--- config.mk ---
export PLATFORM = sky130hd
export DESIGN_NAME = majority_window_sched_flat
export DESIGN_NICKNAME = d
export VERILOG_FILES = /design/src/rtl/majority_window_sched_if.sv /design/src/rtl/majority_window_sched.sv /design/src/flat_wrapper.sv
export SDC_FILE = /design/constraint.sdc
export NUM_CORES = 1
export LEC_CHECK = 0
export CAP_MARGIN = 20
export CORE_MARGIN = 2
export CORE_UTILIZATION = 40
export CTS_CLUSTER_SIZE = 28
export DETAILED_ROUTE_END_ITERATION = 10
export GPL_TIMING_DRIVEN = 0
export PLACE_DENSITY = 0.75
export SLEW_MARGIN = 5
export SYNTH_ARGS = -nofsm -noshare
export SYNTH_HDL_FRONTEND = slang
export SYNTH_SLANG_ARGS = --single-unit
--- constraint.sdc ---
create_clock -name clk -period 3.6 [get_ports clk]
set_clock_uncertainty 0.1 [all_clocks]
set_input_delay 0.72 -clock clk [delete_from_list [all_inputs] [get_ports clk]]
set_output_delay 0.72 -clock clk [all_outputs]
set_load 0.01 [all_outputs]
--- src/rtl/majority_window_sched_if.sv ---
// Request/grant and tagged-result bundle for majority_window_sched.
// out_rise is present only when MAJ_EDGE_DET_EN is defined.
interface majority_window_sched_if #(
  parameter int NUM_CH = 4,
  parameter int CH_W   = $clog2(NUM_CH)
);
  logic [NUM_CH-1:0] req;
  logic [NUM_CH-1:0] bit_in;
  logic [NUM_CH-1:0] clr_ch;
  logic [NUM_CH-1:0] grant;
  logic              out_valid;
  logic [CH_W-1:0]   out_ch;
  logic              out_bit;
  logic [2:0]        out_hist;
`ifdef MAJ_EDGE_DET_EN
  logic              out_rise;
`endif

  modport master (
    output req,
    output bit_in,
    output clr_ch,
    input  grant,
    input  out_valid,
    input  out_ch,
    input  out_bit,
`ifdef MAJ_EDGE_DET_EN
    input  out_rise,
`endif
    input  out_hist
  );

  modport slave (
    input  req,
    input  bit_in,
    input  clr_ch,
    output grant,
    output out_valid,
    output out_ch,
    output out_bit,
`ifdef MAJ_EDGE_DET_EN
    output out_rise,
`endif
    output out_hist
  );
endinterface

--- src/rtl/majority_window_sched.sv ---
// Round-robin sharing of one 3-bit majority detector across NUM_CH serial lanes.
// Optional rising-edge output out_rise when MAJ_EDGE_DET_EN is defined.
module majority_window_sched #(
  parameter  int NUM_CH = 4,
  localparam int CH_W   = $clog2(NUM_CH)
) (
  input  logic clk,
  input  logic rst,
  majority_window_sched_if.slave bus
);

  logic [CH_W-1:0]   r_last;
  logic [2:0]        r_hist [NUM_CH];
  logic              r_valid;
  logic [CH_W-1:0]   r_ch;
  logic              r_bit;
  logic [2:0]        r_hist_o;

  logic [NUM_CH-1:0] w_grant;
  logic              w_found;
  logic [CH_W-1:0]   w_gidx;
  logic [CH_W-1:0]   w_j;
  logic [1:0]        w_keep;
  logic [2:0]        w_new_hist;
  logic              w_new_maj;

  // First requester strictly after the last serviced channel, wrapping.
  always_comb begin
    w_found = 1'b0;
    w_gidx  = '0;
    w_grant = '0;
    w_j     = '0;
    for (int k = 1; k <= NUM_CH; k++) begin
      w_j = CH_W'((int'(r_last) + k) % NUM_CH);
      if (!w_found && bus.req[w_j]) begin
        w_found = 1'b1;
        w_gidx  = w_j;
      end
    end
    if (rst) begin
      w_found = 1'b0;
    end
    if (w_found) begin
      w_grant[w_gidx] = 1'b1;
    end
  end

  // A same-cycle clear wipes the old bits before the new one shifts in.
  always_comb begin
    w_keep     = bus.clr_ch[w_gidx] ? 2'b00 : r_hist[w_gidx][1:0];
    w_new_hist = {w_keep, bus.bit_in[w_gidx]};
    w_new_maj  = (w_new_hist[0] & w_new_hist[1]) |
                 (w_new_hist[1] & w_new_hist[2]) |
                 (w_new_hist[2] & w_new_hist[0]);
  end

  always_ff @(posedge clk or posedge rst) begin
    if (rst) begin
      for (int i = 0; i < NUM_CH; i++) begin
        r_hist[i] <= 3'b000;
      end
    end else begin
      for (int i = 0; i < NUM_CH; i++) begin
        if (w_found && (w_gidx == CH_W'(i))) begin
          r_hist[i] <= w_new_hist;
        end else if (bus.clr_ch[i]) begin
          r_hist[i] <= 3'b000;
        end
      end
    end
  end

  always_ff @(posedge clk or posedge rst) begin
    if (rst) begin
      r_last   <= CH_W'(NUM_CH - 1);
      r_valid  <= 1'b0;
      r_ch     <= '0;
      r_bit    <= 1'b0;
      r_hist_o <= 3'b000;
    end else if (w_found) begin
      r_last   <= w_gidx;
      r_valid  <= 1'b1;
      r_ch     <= w_gidx;
      r_bit    <= w_new_maj;
      r_hist_o <= w_new_hist;
    end else begin
      r_valid  <= 1'b0;
    end
  end

`ifdef MAJ_EDGE_DET_EN
  logic [NUM_CH-1:0] r_prev_maj;
  logic              r_rise;
  logic              w_prev_eff;

  assign w_prev_eff = r_prev_maj[w_gidx] & ~bus.clr_ch[w_gidx];

  always_ff @(posedge clk or posedge rst) begin
    if (rst) begin
      r_prev_maj <= '0;
      r_rise     <= 1'b0;
    end else begin
      for (int i = 0; i < NUM_CH; i++) begin
        if (w_found && (w_gidx == CH_W'(i))) begin
          r_prev_maj[i] <= w_new_maj;
        end else if (bus.clr_ch[i]) begin
          r_prev_maj[i] <= 1'b0;
        end
      end
      r_rise <= w_found & w_new_maj & ~w_prev_eff;
    end
  end

  assign bus.out_rise = r_rise;
`endif

  assign bus.grant     = w_grant;
  assign bus.out_valid = r_valid;
  assign bus.out_ch    = r_ch;
  assign bus.out_bit   = r_bit;
  assign bus.out_hist  = r_hist_o;

endmodule

--- src/flat_wrapper.sv ---
// flat-port wrapper written by rule: the top's interface ports become plain ports
module majority_window_sched_flat 
#(
  parameter  int NUM_CH = 4,
  localparam int CH_W   = $clog2(NUM_CH)
)
  (clk, rst, bus_req, bus_bit_in, bus_clr_ch, bus_grant, bus_out_valid, bus_out_ch, bus_out_bit, bus_out_hist);
  majority_window_sched_if #(.NUM_CH(NUM_CH)) bus_i ();
  input  logic clk;
  input  logic rst;
  input wire logic [$bits(bus_i.req)-1:0] bus_req;
  input wire logic [$bits(bus_i.bit_in)-1:0] bus_bit_in;
  input wire logic [$bits(bus_i.clr_ch)-1:0] bus_clr_ch;
  output wire logic [$bits(bus_i.grant)-1:0] bus_grant;
  output wire logic [$bits(bus_i.out_valid)-1:0] bus_out_valid;
  output wire logic [$bits(bus_i.out_ch)-1:0] bus_out_ch;
  output wire logic [$bits(bus_i.out_bit)-1:0] bus_out_bit;
  output wire logic [$bits(bus_i.out_hist)-1:0] bus_out_hist;
  assign bus_i.req = bus_req;
  assign bus_i.bit_in = bus_bit_in;
  assign bus_i.clr_ch = bus_clr_ch;
  assign bus_grant = bus_i.grant;
  assign bus_out_valid = bus_i.out_valid;
  assign bus_out_ch = bus_i.out_ch;
  assign bus_out_bit = bus_i.out_bit;
  assign bus_out_hist = bus_i.out_hist;
  majority_window_sched #(.NUM_CH(NUM_CH)) u_core (.clk(clk), .rst(rst), .bus(bus_i));
endmodule
==> results.json, run 1 <==
{
  "synth_cells": 112,
  "first_pass_iters": 4,
  "drc": 0,
  "io_buffers": 24,
  "fmax_mhz": 284,
  "crit_family": "buffers and inverters",
  "cp_max_fo": 6,
  "dp_cells": 166,
  "finish.utilization_pct": 57.1,
  "antenna_found_initial": 0,
  "critPathCaptureType": "output port",
  "synth_area_sq_mm": 0.00106,
  "yosysWarnings": 0,
  "synthArstFlopShare_pct": 100,
  "synth_edf_count": 0,
  "overflow": 0,
  "cts_buffers": 3,
  "rsz0062_at_grt": "true",
  "power_density_mw_per_mm2": 447,
  "outcome": "finished, final reports clean",
  "required_ns": 2.78,
  "maxSlewHeadroom_pct": 71.3,
  "h-tree-depth": 1,
  "hold_depth": 2,
  "worstSetupPathType": "primary input to output port",
  "synth-seq-cells": 17,
  "cts_root_buf": "clkbuf_4",
  "vias": 996,
  "syn_avg_cell_area_sq_um": 9.50,
  "whs_ns": 0.389,
  "cts_tree": "built",
  "setup_viol": 0,
  "synth_flop_cell": "dfrtp_1",
  "clk_pin_slew_worst_paths_ns": 0.10,
  "critPathArrivalTime_ns": 2.70,
  "fin_crit_sh_pct": 97.9,
  "track_usage_pct": 17.3,
  "crit_chain": "clkdlybuf4s50_1 > mux2i_2 > o2bb2ai_4 > nor2_4 > nand3_1 > inv_1 > clkdlybuf4s50_1",
  "hold_violations": 0,
  "finalSetupTns_ns": 0,
  "synth_cell_types": 42,
  "drt-initial-drc-count": 32,
  "antennaDiodeCount": 0,
  "fp.dieArea_sq_mm": 0.00309,
  "r2r_cells": 7,
  "grt_pass1_vias": 1008,
  "max-cap-violations": 0,
  "clk_latency_ns": 0.29,
  "layout.nets": 156,
  "finalNonFillerCells": 171,
  "cp_common_cell": "clkdlybuf4s50_1",
  "core-area_sq_mm": 0.00250,
  "grt_first_pass_wirelength_um": 4370,
  "grt_max_degree": 18,
  "synth_top_area_share_pct": 35.3,
  "clock_path_buffers": 2,
  "start_kind": "primary input",
  "crit_slowest_cell": "clkdlybuf4s50_1",
  "die_y_um": 55.6,
  "ys_seq_area_share_pct": 40.2,
  "period_minus_slack_ns": 3.52,
  "synthesis.nets": 126,
  "drt-vias-per-instance": 5.82,
  "num_rows": 18,
  "crit_cells": 7,
  "cp_num_buf_inv": 3,
  "wire_per_inst_um": 15.4,
  "p_leak_nw": 0.648,
  "worst_slew_pin_slew_ns": 0.431,
  "ys_top_cells_by_count": "15 x dfrtp_1, 14 x nand2_1, 9 x o21ai_0",
  "total_power_mw": 0.637,
  "gp_congestion": 0.863,
  "hold_path_class": "flip-flop to flip-flop",
  "synth.area.top_cells": "dfrtp_1 35%, dfstp_2 4.9%, nand2_1 4.9%, o21ai_0 4.2%, nand3_1 3.3%",
  "clock-sinks": 17,
  "vdd_ir_drop_max_uv": 319,
  "yosysTopAreaCell": "dfrtp_1",
  "initial_core_util_pct": 42.5,
  "critical_path.max_stage_delay_ns": 0.53,
  "ios": 25,
  "wl_um": 2640,
  "synth_most_common_cell": "dfrtp_1",
  "drive_above_1_share_pct": 20.6,
  "final_max_slew_viol_count": 0,
  "area_growth_pct": 34.1,
  "hpwlAfterDp_um": 1980,
  "die_width_um": 55.6,
  "detail-route-antenna-nets": 0
}
[metrics by stage]
step / worst slack (ns) / cell area (sq um)
2_1_floorplan: 1.10 / 1060
3_3_place_gp: -0.266 / 1340
3_5_place_dp: -0.306 / 1340
4_1_cts: -0.0242 / 1390
5_1_grt: -0.0438 / 1430
6_report: 0.0756 / 1430
[power breakdown]
part	switching, mW	total (mW)	internal [mW]	leakage (nW)
combinational	0.152	0.284	0.132	0.416
sequential	0.0220	0.249	0.227	0.218
clock	0.0609	0.104	0.0432	0.0150
total	0.235	0.637	0.402	0.648
[tightest hold or removal path: stages (launching register included)]
cell and delay (ns):
dfrtp_1 0.36, nand2_1 0.05, nand2_1 0.05
[routing by layer]
| metal | global-route usage, % | share of wire, % | up-vias |
|---|---|---|---|
| met3 | 3.28 | 4.4 | 9 |
| met1 | 21.7 | 44 | 490 |
| met5 | 0 | 0 | - |
| met4 | 6.27 | 2.3 | 0 |
| li1 | - | - | 463 |
| met2 | 29.4 | 49 | 34 |
[worst paths after layout]
kind	slack [ns]	end	from
setup / recovery	0.08	bus_grant[0]	bus_req[1]
hold / removal	0.39	u_core.bus.out_ch[1]	u_core.bus.out_ch[1]
setup reg to reg	1.24	u_core.r_hist[4]	u_core.r_last[1]
hold reg to reg	0.39	u_core.bus.out_ch[1]	u_core.bus.out_ch[1]
max in group asynchronous	2.27	u_core.r_last[1]	rst
min in group asynchronous	0.88	u_core.bus.out_valid	rst
[flip-flops by register name, indices dropped and copies added (netlist names)]
| name | cells |
|---|---|
| u_core.r_hist | 8 |
| u_core.r_last | 2 |
| u_core.bus.out_hist | 3 |
| u_core.bus.out_valid | 1 |
| u_core.bus.out_ch | 2 |
| u_core.bus.out_bit | 1 |
[repair_timing]
action / in CTS / in global routing
hold buffers: 0 / 0
buffers inserted: 1 / 0
endpoints found under the setup margin: 4 / 4
gates resized for setup: 5 / 7
[cell type report]
type | count | area, sq um
fill | 226 | 1070
tap | 30 | 37.5
sequential | 17 | 428
clock buffer | 4 | 26.3
inverter | 8 | 33.8
buffer | 2 | 15.0
multi-input combinational | 85 | 638
timing repair buffer | 25 | 248
[cell families after synthesis]
family                 after synthesis  share of synthesized area (%)
buffers and inverters               10                           4.23
AND/OR/NAND/NOR                     42                           22.5
flip-flops                          17                           40.2
multiplexers                         7                           7.76
AO/OA/AOI/OAI                       36                           25.3
[cells in the final DEF, fill, tap and decap left out, types with 2 or more instances in the layout]
master / n
o21ai_0: 9
dfrtp_1: 15
a21oi_1: 3
o21ai_1: 4
mux2i_1: 2
dfstp_2: 2
nand2_2: 2
nor2b_1: 3
a32oi_1: 2
nand2b_1: 2
clkdlybuf4s50_1: 21
a21o_1: 3
clkbuf_4: 3
dlygate4sd2_1: 2
nor2_1: 3
inv_1: 7
clkbuf_1: 2
mux2_2: 3
nand3_1: 6
and3b_1: 2
nor2_4: 2
nand2_1: 13
a211oi_2: 2
nor3_1: 2
a311oi_1: 2
Power figures use the tool's default switching activity.
==> inputs of run 2 (changes only) <==
--- a/config.mk
+++ b/config.mk
@@ -12,4 +12,5 @@
 export DETAILED_ROUTE_END_ITERATION = 10
 export GPL_TIMING_DRIVEN = 0
+export HOLD_SLACK_MARGIN = 0.12
 export PLACE_DENSITY = 0.75
 export SLEW_MARGIN = 5
==> constraint.sdc (replaced) <==
create_clock -name clk -period 3.6 [get_ports clk]
set_clock_uncertainty 0.1 [all_clocks]
set_input_delay 0.72 -clock clk [delete_from_list [all_inputs] [get_ports clk]]
set_output_delay 0.72 -clock clk [all_outputs]
set_load 0.005 [all_outputs]
==> results.json, run 2 (same netlist as run 1, synthesis figures left out) <==
{
  "outcome": "finished, final reports clean",
  "cp_num_buf_inv": 3,
  "postCtsHoldBufs": 0,
  "crit_chain": "clkdlybuf4s50_1 > o211a_1 > or2_4 > nor2_8 > nand3_1 > inv_1 > clkdlybuf4s50_1",
  "grt_first_pass_wirelength_um": 4350,
  "reg2reg_from": "u_core.r_last[1]",
  "cp_common_cell": "clkdlybuf4s50_1",
  "fill_cells": 226,
  "die_width_um": 55.6,
  "antenna_found_initial": 0,
  "drt-vias-per-instance": 5.82,
  "regMostFlops": "u_core.r_hist",
  "drt-initial-drc-count": 28,
  "hold_violations": 0,
  "overflow": 0,
  "vias": 996,
  "vdd_ir_drop_max_uv": 312,
  "first_pass_iters": 4,
  "start_kind": "primary input",
  "maxSlewHeadroom_pct": 71.2,
  "track_usage_pct": 17.2,
  "hold_path_class": "flip-flop to flip-flop",
  "ff2ff_setup_slack_ns": 1.24,
  "required_ns": 2.78,
  "setup_viol": 0,
  "area_growth_pct": 33.4,
  "final_cell_mix": "22 x clkdlybuf4s50_1, 15 x dfrtp_1, 13 x nand2_1",
  "p_leak_nw": 0.631,
  "post-route-worst-setup-slack_ns": 0.0676,
  "detail-route-antenna-nets": 0,
  "cp_max_fo": 7,
  "multi_input_area_sq_um": 633,
  "worst_slew_pin_slew_ns": 0.432,
  "hold_depth": 2,
  "clock_path_buffers": 2,
  "critPathArrivalTime_ns": 2.71,
  "wire_per_inst_um": 15.4,
  "finalSetupTns_ns": 0,
  "crit_slowest_cell": "clkdlybuf4s50_1",
  "crit_family": "buffers and inverters",
  "power_density_mw_per_mm2": 442,
  "antennaDiodeCount": 0,
  "critical_path.max_stage_delay_ns": 0.50,
  "finalInstanceArea_sq_mm": 0.00142,
  "min_to": "u_core.bus.out_ch[1]",
  "cts_tree": "built",
  "fp.dieArea_sq_mm": 0.00309,
  "wl_um": 2640,
  "final_max_slew_viol_count": 0,
  "hpwlAfterDp_um": 1980,
  "placed_area_sq_mm": 0.00134,
  "drive_above_1_share_pct": 19.9,
  "r2r_cells": 7,
  "layout.nets": 156,
  "final-seq-area_sq_um": 428,
  "io_buffers": 24,
  "h-tree-depth": 1,
  "drc": 0,
  "ios": 25,
  "dp_slack_ns": -0.271,
  "period_minus_slack_ns": 3.53,
  "grt_max_degree": 18,
  "core-area_sq_mm": 0.00250,
  "num_rows": 18,
  "clock-sinks": 17,
  "initial_core_util_pct": 42.5,
  "max-cap-violations": 0,
  "cts_root_buf": "clkbuf_4",
  "grt_pass1_vias": 1015,
  "min_from": "u_core.bus.out_ch[1]",
  "fmax_mhz": 283,
  "worstSetupPathType": "primary input to output port",
  "cts_buffers": 3,
  "layout_commonest_cell": "clkdlybuf4s50_1",
  "clk_pin_slew_worst_paths_ns": 0.10,
  "regToRegEndpoint": "u_core.bus.out_hist[1]",
  "critPathCaptureType": "output port",
  "clk_latency_ns": 0.29,
  "largest_reg_flops": 8,
  "die_y_um": 55.6,
  "gp_congestion": 0.863,
  "fin_crit_sh_pct": 98.1
}
[run 2: worst max-delay path by stage]
stage          startpoint  cells after the start      endpoint  slack [ns]
2_1_floorplan         rst                      5  bus_grant[2]        1.13
3_3_place_gp          rst                      7  bus_grant[2]       -0.23
3_5_place_dp          rst                      7  bus_grant[2]       -0.27
4_1_cts        bus_req[1]                      6  bus_grant[1]        0.01
5_1_grt        bus_req[1]                      7  bus_grant[0]       -0.01
6_report       bus_req[1]                      7  bus_grant[3]        0.07
[run 2: area by class of cell]
type | count | area share [%]
Buffer | 2 | 1.06
Clock buffer | 4 | 1.85
Inverter | 8 | 2.38
Multi-Input combinational cell | 85 | 44.6
Sequential cell | 17 | 30.2
Tap cell | 30 | 2.65
Timing Repair Buffer | 25 | 17.3
[run 2: layer usage]
metal / GRT usage [%] / vias up / share of wire, % / wire length, um
li1: - / 463 / - / -
met1: 21.4 / 490 / 44 / 1160
met2: 29.6 / 34 / 49 / 1300
met3: 3.28 / 9 / 4.7 / 124
met4: 6.27 / 0 / 2.3 / 62
met5: 0 / - / 0 / 0
[run 2: per-stage QoR]
step	hold WS (ns)	utilization, %	total power, mW	std cells
5_1_grt	0.443	56.8	0.658	171
2_1_floorplan	0.369	-	0.408	112
3_3_place_gp	0.360	53.7	0.499	166
3_5_place_dp	0.378	53.7	0.510	166
4_1_cts	0.399	55.3	0.616	171
6_report	0.389	56.8	0.627	171
[run 2: power breakdown]
part,internal [mW],switching [mW]
sequential,0.227,0.0219
clock,0.0432,0.0607
combinational,0.131,0.143
total,0.402,0.225
[run 2: repair_timing]
action,CTS,global route
cloned,0,0
setup buffers,1,0
endpoints found under the setup margin,3,3
gates resized for setup,4,6
[run 2: worst reg2reg max path: stages, from the launching register on]
cell	delay [ns]
dfstp_2	0.54
buf_6	0.14
mux2i_2	0.35
o2bb2ai_4	0.16
a311oi_1	0.34
a32oi_1	0.16
o21a_2	0.20
mux2_2	0.27
